===== config.mk =====
export PLATFORM = sky130hd
export DESIGN_NAME = fir_tap_seq
export DESIGN_NICKNAME = d
export VERILOG_FILES = /design/src/rtl/fir_pkg.sv /design/src/rtl/fir_delay_line.sv /design/src/rtl/fir_tap_seq.sv
export SDC_FILE = /design/constraint.sdc
export NUM_CORES = 2
export LEC_CHECK = 0
export ABC_AREA = 1
export CAP_MARGIN = 20
export CORE_AREA = 2 2 405 287
export CTS_BUF_LIST = sky130_fd_sc_hd__clkbuf_4 sky130_fd_sc_hd__clkbuf_8
export CTS_CLUSTER_DIAMETER = 100
export DETAILED_ROUTE_END_ITERATION = 8
export DIE_AREA = 0 0 407 289
export GPL_ROUTABILITY_DRIVEN = 1
export HOLD_SLACK_MARGIN = 0.05
export PLACE_DENSITY_LB_ADDON = 0.25
export SLEW_MARGIN = 15
export SYNTH_ARGS = -nofsm -noshare
export SYNTH_HDL_FRONTEND = slang
export SYNTH_SLANG_ARGS = --single-unit

===== constraint.sdc =====
create_clock -name clk -period 12.5 [get_ports clk]
set_input_delay 1.875 -clock clk [delete_from_list [all_inputs] [get_ports clk]]
set_output_delay 1.875 -clock clk [all_outputs]
set_load 0.1 [all_outputs]

===== src/rtl/fir_pkg.sv =====
// Shared defaults and FSM state encoding for the sequential FIR tap engine.
package fir_pkg;

  localparam int FIR_NTAPS  = 64;
  localparam int FIR_DW     = 16;
  localparam int FIR_ACCW   = 40;
  localparam int FIR_QSHIFT = 15;

  typedef enum logic [1:0] {
    S_IDLE  = 2'd0,
    S_MAC   = 2'd1,
    S_ROUND = 2'd2,
    S_OUT   = 2'd3
  } fir_state_t;

endpackage


===== src/rtl/fir_delay_line.sv =====
// NTAPS x DW circular sample buffer: one synchronous write port, one combinational read port.
// Asynchronous clear of every entry so a reset leaves no stale history behind.
module fir_delay_line
  import fir_pkg::*;
#(
  parameter int NTAPS = FIR_NTAPS,
  parameter int DW    = FIR_DW,
  localparam int AW   = $clog2(NTAPS)
) (
  input  logic          clk,
  input  logic          rst_n,
  input  logic          i_wr_en,
  input  logic [AW-1:0] i_wr_addr,
  input  logic [DW-1:0] i_wr_data,
  input  logic [AW-1:0] i_rd_addr,
  output logic [DW-1:0] o_rd_data
);

  logic [DW-1:0] r_mem [NTAPS];

  always_ff @(posedge clk or negedge rst_n) begin
    if (!rst_n) begin
      for (int i = 0; i < NTAPS; i++) r_mem[i] <= '0;
    end else if (i_wr_en) begin
      r_mem[i_wr_addr] <= i_wr_data;
    end
  end

  assign o_rd_data = r_mem[i_rd_addr];

endmodule


===== src/rtl/fir_tap_seq.sv =====
// Sequential FIR, one MAC per cycle against an external coefficient ROM; FIR_TAP_SEQ_SAT_EN saturates the output.
// Latency: handshake in cycle 0, out_valid in cycle NTAPS+2.
// Backpressure: in_ready only in IDLE; OUT holds out_valid/out_sample until out_ready.
module fir_tap_seq
  import fir_pkg::*;
#(
  parameter int NTAPS  = FIR_NTAPS,
  parameter int DW     = FIR_DW,
  parameter int ACCW   = FIR_ACCW,
  parameter int QSHIFT = FIR_QSHIFT,
  localparam int AW    = $clog2(NTAPS)
) (
  input  logic          clk,
  input  logic          rst_n,
  input  logic          in_valid,
  output logic          in_ready,
  input  logic [DW-1:0] in_sample,
  input  logic          rising_tone,
  output logic [AW-1:0] coef_addr,
  output logic          coef_bank,
  input  logic [DW-1:0] coef_data,
  output logic          out_valid,
  input  logic          out_ready,
  output logic [DW-1:0] out_sample,
  output logic          busy
);

  fir_state_t              r_state;
  logic [AW-1:0]           r_k;
  logic [AW-1:0]           r_wr_ptr;
  logic signed [ACCW-1:0]  r_acc;
  logic                    r_in_ready;
  logic                    r_out_valid;
  logic [DW-1:0]           r_out_sample;
  logic                    r_coef_bank;
  logic                    r_busy;

  logic                    w_wr_en;
  logic [AW-1:0]           w_rd_idx;
  logic [DW-1:0]           w_rd_data;
  logic signed [2*DW-1:0]  w_prod;
  logic signed [ACCW-1:0]  w_prod_ext;
  logic [DW-1:0]           w_rounded;

  assign w_wr_en = (r_state == S_IDLE) && r_in_ready && in_valid;

  // Newest sample sits at wr_ptr, so tap k reads k entries back, wrapping around the buffer.
  always_comb begin
    if (r_wr_ptr >= r_k) w_rd_idx = r_wr_ptr - r_k;
    else                 w_rd_idx = AW'(NTAPS) + r_wr_ptr - r_k;
  end

  fir_delay_line #(
    .NTAPS (NTAPS),
    .DW    (DW)
  ) u_delay_line (
    .clk       (clk),
    .rst_n     (rst_n),
    .i_wr_en   (w_wr_en),
    .i_wr_addr (r_wr_ptr),
    .i_wr_data (in_sample),
    .i_rd_addr (w_rd_idx),
    .o_rd_data (w_rd_data)
  );

  assign w_prod     = $signed(coef_data) * $signed(w_rd_data);
  assign w_prod_ext = {{(ACCW-2*DW){w_prod[2*DW-1]}}, w_prod};

`ifdef FIR_TAP_SEQ_SAT_EN
  localparam logic signed [ACCW-1:0] SAT_MAX = {{(ACCW-DW+1){1'b0}}, {(DW-1){1'b1}}};
  localparam logic signed [ACCW-1:0] SAT_MIN = {{(ACCW-DW+1){1'b1}}, {(DW-1){1'b0}}};
  logic signed [ACCW-1:0] w_shifted;

  assign w_shifted = r_acc >>> QSHIFT;

  always_comb begin
    if (w_shifted > SAT_MAX)      w_rounded = SAT_MAX[DW-1:0];
    else if (w_shifted < SAT_MIN) w_rounded = SAT_MIN[DW-1:0];
    else                          w_rounded = w_shifted[DW-1:0];
  end
`else
  // Low DW bits of an arithmetic shift are just a slice of the accumulator.
  assign w_rounded = r_acc[QSHIFT +: DW];
`endif

  always_ff @(posedge clk or negedge rst_n) begin
    if (!rst_n) begin
      r_state      <= S_IDLE;
      r_k          <= '0;
      r_wr_ptr     <= '0;
      r_acc        <= '0;
      r_in_ready   <= 1'b0;
      r_out_valid  <= 1'b0;
      r_out_sample <= '0;
      r_coef_bank  <= 1'b0;
      r_busy       <= 1'b0;
    end else begin
      case (r_state)
        S_IDLE: begin
          if (r_in_ready && in_valid) begin
            r_acc       <= '0;
            r_k         <= '0;
            r_coef_bank <= rising_tone;
            r_in_ready  <= 1'b0;
            r_busy      <= 1'b1;
            r_state     <= S_MAC;
          end else begin
            r_in_ready  <= 1'b1;
          end
        end
        S_MAC: begin
          r_acc <= r_acc + w_prod_ext;
          if (r_k == AW'(NTAPS - 1)) begin
            r_k     <= '0;
            r_state <= S_ROUND;
          end else begin
            r_k     <= r_k + AW'(1);
          end
        end
        S_ROUND: begin
          r_out_sample <= w_rounded;
          r_wr_ptr     <= (r_wr_ptr == AW'(NTAPS - 1)) ? '0 : r_wr_ptr + AW'(1);
          r_out_valid  <= 1'b1;
          r_state      <= S_OUT;
        end
        S_OUT: begin
          if (out_ready) begin
            r_out_valid <= 1'b0;
            r_in_ready  <= 1'b1;
            r_busy      <= 1'b0;
            r_state     <= S_IDLE;
          end
        end
        default: r_state <= S_IDLE;
      endcase
    end
  end

  assign in_ready   = r_in_ready;
  assign coef_addr  = r_k;
  assign coef_bank  = r_coef_bank;
  assign out_valid  = r_out_valid;
  assign out_sample = r_out_sample;
  assign busy       = r_busy;

endmodule


=== After elaboration in Yosys (flattened, before gate mapping) ===
Index checks and enable logic that the tools add are counted.
Widths: inputs -> output; s select.

* $add $sub $neg: 4
* Multipliers: 1
* Div/mod/pow operators: 0
* Magnitude comparators: 3
* Equal/unequal tests: 8
* Shift operators: 0
* Mux-type cells: 23
* Bitwise gates (word level): 2
* Reductions and logical operators: 14

{| class="wikitable"
|+ Operator list
! kind !! number
|-
| $bwmux 1024 || 1
|-
| $bmux 16 s6 || 1
|-
| $demux 16 s6 || 1
|-
| $pmux 40 s2 || 1
|-
| $mux 16 || 3
|-
| $add 40x32->40 || 1
|-
| $mux 40 || 1
|-
| $mul 16x16->32 || 1
|-
| $mux 6 || 3
|-
| $ge 7x7->1 const B || 2
|-
| $not 6->7 || 2
|-
| $add 6x1->6 const B || 2
|-
| $eq 6x6->1 const B || 2
|-
| $pmux 6 s2 || 1
|-
| $pmux 2 s4 || 1
|-
| $reduce_and 2->1 || 4
|-
| $lt 7x1->1 const B || 1
|-
| $mux 2 || 3
|-
| $pmux 1 s2 || 3
|-
| $reduce_and 3->1 || 2
|-
| $reduce_bool 2->1 || 3
|-
| $sub 6x6->6 || 1
|-
| $eq 2x2->1 const B || 2
|-
| $logic_and 1x1->1 || 4
|-
| 5 further kinds || 9
|}

* Bits in registers: 1098
* Bits in latches: 0
* Memory bits (writable): 0
* ROM bits: 0
* Bits of input ports: 37
* Output and inout bits: 26
* Memories: 0

=== Depth between registers and ports, before layout ===
* Depth in word-level cells: 8
* Depth in mapped cells: 45

=== By module ===
Synthesis repeated with hierarchy kept, for this count alone.

* Cells, all modules: 7641
* Area total of the unflattened synthesis: 60394.2 um^2

{| class="wikitable"
|+ Modules (own cells, without submodules)
! module !! times used !! cells an instance !! area each (um^2)
|-
| fir_delay_line || 1 || 5853 || 46208.1
|-
| fir_tap_seq || 1 || 1788 || 14186.1
|}

=== Worst setup path after synthesis ===
Ideal clock, no wire load.

* Path kind: register -> register
* From: reg r_k[0], in the netlist coef_addr[0]
* To: reg r_acc[29]
* Data arrival time: 7.787 ns
* Slack: 4.590 ns
* Cell stages (with the launch flop): 35
* Buffers on the path: 4
* Clock period less this slack: 7.910 ns
* Cells stage by stage: dfrtp_1 ha_1 fa_1 buf_2 inv_2 buf_4 buf_4 clkbuf_1 nand3_1 a32oi_1 nand2_1 nand3_1 nand3_1 nand2_2 inv_1 nand2_1 fa_1 fa_1 inv_1 fa_1 fa_1 fa_1 inv_1 fa_1 inv_1 ha_1 nand2_1 nor3_1 nand3_1 nand3_1 nand2_1 o311ai_0 a21oi_1 o21ai_0 nand2_1

* Longest elaborated chain between the ends: 8

{| class="wikitable"
|+ RTL lines
! item !! RTL line !! source
|-
| start: declaration || fir_tap_seq.sv:29 || <nowiki>logic [AW-1:0] r_k;</nowiki>
|-
| start signal: assignment || fir_tap_seq.sv:117 || <nowiki>r_k <= r_k + AW'(1);</nowiki>
|-
| $sub 6x6->6 || fir_tap_seq.sv:49, fir_tap_seq.sv:50 ||
|-
| $not 6->7 (not written as such) || fir_delay_line.sv:29 || <nowiki>assign o_rd_data = r_mem[i_rd_addr];</nowiki>
|-
| $bmux 16 s6 || fir_delay_line.sv:29 ||
|-
| $mux 16 (not written as such) (2 in series) || fir_delay_line.sv:29 ||
|-
| $mul 16x16->32 || fir_tap_seq.sv:66 || <nowiki>assign w_prod = $signed(coef_data) * $signed(w_rd_data);</nowiki>
|-
| $add 40x32->40 || fir_tap_seq.sv:112 || <nowiki>r_acc <= r_acc + w_prod_ext;</nowiki>
|-
| $pmux 40 s2 || fir_tap_seq.sv:98 || <nowiki>case (r_state)</nowiki>
|-
| end signal: assignment || fir_tap_seq.sv:112 ||
|-
| end: declaration || fir_tap_seq.sv:31 || <nowiki>logic signed [ACCW-1:0] r_acc;</nowiki>
|}

Every way passes these cells. The select of a mux whose other input is x is not followed.
A chain may end at the register's enable or synchronous reset.

=== Worst setup path in the final report ===
* From: reg r_wr_ptr[0]
* To: reg r_acc[29]

* Longest elaborated chain between the ends: 8

{| class="wikitable"
|+ RTL lines
! item !! RTL line !! source
|-
| start: declaration || fir_tap_seq.sv:30 || <nowiki>logic [AW-1:0] r_wr_ptr;</nowiki>
|-
| start signal: assignment || fir_tap_seq.sv:122 || <nowiki>r_wr_ptr <= (r_wr_ptr == AW'(NTAPS - 1)) ? '0 : r_wr_ptr + AW'(1);</nowiki>
|-
| $sub 6x6->6 || fir_tap_seq.sv:49, fir_tap_seq.sv:50 ||
|-
| $not 6->7 (not written as such) || fir_delay_line.sv:29 ||
|-
| $bmux 16 s6 || fir_delay_line.sv:29 ||
|-
| $mux 16 (not written as such) (2 in series) || fir_delay_line.sv:29 ||
|-
| $mul 16x16->32 || fir_tap_seq.sv:66 ||
|-
| $add 40x32->40 || fir_tap_seq.sv:112 ||
|-
| $pmux 40 s2 || fir_tap_seq.sv:98 ||
|}

Every way passes these cells. The select of a mux whose other input is x is not followed.

==> impl_metrics.py <==
metrics = {
    "status": {
        "status": "complete, no violations",
    },
    "layout": {
        "multiInputGateArea_sq_um": 28340,
        "ff_latch_area_sq_um": 27250,
        "syn2layout_area_growth_pct": 8.214,
        "drive_gt1_share_pct": 6.911,
        "fillCellCount": 10370,
        "nNetsFinal": 7411,
    },
    "floorplanning": {
        "core_sq_um": 113900,
        "die_h_um": 289,
        "initial_core_util_pct": 52.63,
        "rows": 104,
        "die_w_um": 407,
        "ios": 63,
        "die_area_sq_um": 117600,
    },
    "clock_tree": {
        "cts-resized-gates": 0,
        "cts_setup_buffers": 0,
        "clk_latency_ns": 0.90,
        "cts_root_buffer": "clkbuf_8",
        "clockBufferDepth": 3,
        "cts.clk_slew.worst_paths_ns": 0.06,
        "cts_hold_buf": 0,
        "cts_buffers": 168,
        "cts_tree": "yes",
        "htreeDepth": 4,
        "cts.sinks": 1089,
    },
    "timing": {
        "min_period_ns": 10.27,
        "rsz0062_at_grt": "false",
        "relSlewSlack_pct": 21.24,
        "slew_viol_final": 0,
        "max_freq_mhz": 97.35,
        "worst_pin_slew_ns": 1.180,
        "setup_viol": 0,
        "hold_viol_final": 0,
        "fin_skew_ns": 0.06597,
        "holdWs_ns": 0.4717,
        "post-route-period-util_pct": 82.18,
        "tns_ns": 0,
    },
    "placed_design": {
        "hpwl_mm": 115.4,
        "io_buffers": 62,
        "place.gp.congestion": 0.9676,
    },
    "synth": {
        "syn_nets": 7621,
        "syn_inst": 7192,
        "netlist.area_leader.share_pct": 45.48,
        "synth_ff_type": "dfrtp_1",
        "synth_most_common_cell": "nand2_1",
        "async_reset_ff_share_pct": 100.0,
        "synthesis.area_sq_um": 59920,
        "ys_ff_latch": 1089,
        "synth-edff-count": 0,
        "yosysSeqAreaShare_pct": 45.48,
        "yosys_warnings": 0,
        "yosys-top-cells-count": "nand2_1 (2293), dfrtp_1 (1089), o21ai_0 (1037)",
        "yosysTopAreaCell": "dfrtp_1",
        "ys_types": 52,
        "syn_area_per_cell_sq_um": 8.332,
        "synth_area_leaders": "dfrtp_1 (45%), nand2_1 (14%), fa_1 (9.6%)",
    },
    "worst_setup_path": {
        "rrSetupSlack_ns": 2.23,
        "cp-start-kind": "register",
        "cp_max_fo": 49,
        "required_ns": 13.27,
        "critPathCaptureType": "register",
        "critPathSlowestCell": "clkinv_2",
        "crit_start": "r_wr_ptr[0]",
        "timing_worst_setup_path_type": "reg2reg",
        "slowest_delay_ns": 0.91,
        "cp.arrival_ns": 11.05,
        "r2r-start": "r_wr_ptr[0]",
    },
    "grt": {
        "overflow": 0,
        "grt_pass1_vias": 47710,
        "grt_pass1_wl_mm": 290.0,
        "grt_max_degree": 175,
        "antenna_found_initial": 10,
        "grt.total_usage_pct": 31.97,
    },
    "route": {
        "ant_nets": 0,
        "wl_per_cell_um": 21.41,
        "drc": 0,
        "drtIter0Drc": 6947,
        "wirelength_mm": 185.1,
        "drtPass1Iterations": 7,
        "vias": 50280,
        "viasPerCell": 5.816,
    },
    "worst_hold_path": {
        "hp-start": "out_sample[13]",
        "hold_class": "reg2reg",
    },
    "flow_run": {
        "drv_cap": 0,
    },
}
## sequential cells by signal, summed over array words and instances (netlist names), 2 cells and up
name / cells
coef_addr: 6
out_sample: 16
r_acc: 31
r_state: 2
r_wr_ptr: 6
u_delay_line.r_mem: 1024
## final timing paths
kind	to	depth (start not counted)
worst max-delay path	r_acc[29]	35
worst min-delay path	out_sample[13]	2
worst max register to register	r_acc[29]	35
worst min register to register	out_sample[13]	2
max in group asynchronous	u_delay_line.r_mem[12]	3
min in group asynchronous	u_delay_line.r_mem[607]	1
## cell usage in the layout, fill, tap and decap left out, types with 5 or more instances in the layout
| cell type | netlist | routed |
|---|---|---|
| clkbuf_4 | 0 | 56 |
| o31ai_1 | 5 | 5 |
| clkdlybuf4s50_1 | 0 | 61 |
| xor2_1 | 6 | 6 |
| nor2_4 | 10 | 10 |
| buf_16 | 0 | 11 |
| fa_1 | 286 | 285 |
| or2_2 | 13 | 13 |
| ha_1 | 106 | 105 |
| a21oi_1 | 367 | 367 |
| dfrtp_1 | 1089 | 1089 |
| buf_12 | 0 | 10 |
| clkbuf_8 | 0 | 202 |
| nand2_2 | 13 | 19 |
| or2_1 | 8 | 8 |
| a32oi_1 | 48 | 48 |
| o21ai_0 | 1037 | 1037 |
| buf_4 | 60 | 61 |
| bufinv_16 | 0 | 5 |
| a221oi_1 | 89 | 89 |
| clkinv_1 | 25 | 9 |
| inv_2 | 13 | 26 |
| buf_8 | 3 | 23 |
| a31oi_1 | 6 | 6 |
| a22o_1 | 5 | 5 |
| inv_1 | 430 | 430 |
| clkinv_2 | 0 | 17 |
| nand2_1 | 2293 | 2286 |
| o21ai_1 | 69 | 69 |
| nor3_1 | 18 | 16 |
| nand3_1 | 448 | 448 |
| nor2_1 | 216 | 212 |
## kinds of logic (layout without fill, tap and decap cells)
logic type	Yosys count	count (layout)	synth area share [%]
AO/OA/AOI/OAI	1652	1652	14.85
XOR/XNOR	8	8	0.1295
adder cells (fa/ha/maj)	392	392	11.77
buffers and inverters	1017	930	7.404
flip-flops	1089	1089	45.48
other	0	2	0
AND/OR/NAND/NOR	3034	3034	20.37
## worst max-delay path, delay by kind of cell (launching register included)
family | cells | cell delay [ns]
and+or+nand+nor | 12 | 2.10
AOI/OAI and AO/OA | 6 | 0.86
buffers and inverters | 8 | 2.18
DFF | 1 | 0.58
adders and majority gates | 9 | 4.34
## per-stage QoR
| step | cell area (sq um) | cells | setup slack [ns] | util, % |
|---|---|---|---|---|
| after floorplan | 59930 | 7192 | 4.590 | - |
| after global placement | 60560 | 8314 | 2.443 | 53.19 |
| after detailed placement | 60740 | 8324 | 2.336 | 53.35 |
| after CTS | 64350 | 8617 | 2.267 | 56.52 |
| after global routing | 64850 | 8644 | 1.701 | 56.95 |
| final | 64850 | 8644 | 2.228 | 56.95 |
## cell type report
| type | instances | share of cell area [%] |
|---|---|---|
| inverters | 469 | 2.755 |
| clock inverters | 35 | 0.6213 |
| flip-flops and latches | 1089 | 42.02 |
| well taps | 1537 | 2.966 |
| multi-input cells | 5086 | 43.70 |
| repair buffers | 168 | 2.991 |
| clock buffers | 258 | 4.936 |
| diodes | 2 | 0.007718 |
## routing by layer
| layer | global-route usage [%] | up-vias | wire [um] |
|---|---|---|---|
| li1 | - | 22940 | - |
| met1 | 48.20 | 24540 | 82080 |
| met5 | 0 | - | 27 |
| met3 | 10.25 | 315 | 22670 |
| met4 | 9.676 | 4 | 4985 |
| met2 | 43.68 | 2470 | 75330 |
Power is left out: the tool's default activity adds up to more than one toggle a clock period on the data nets, which glitch-free logic cannot reach.
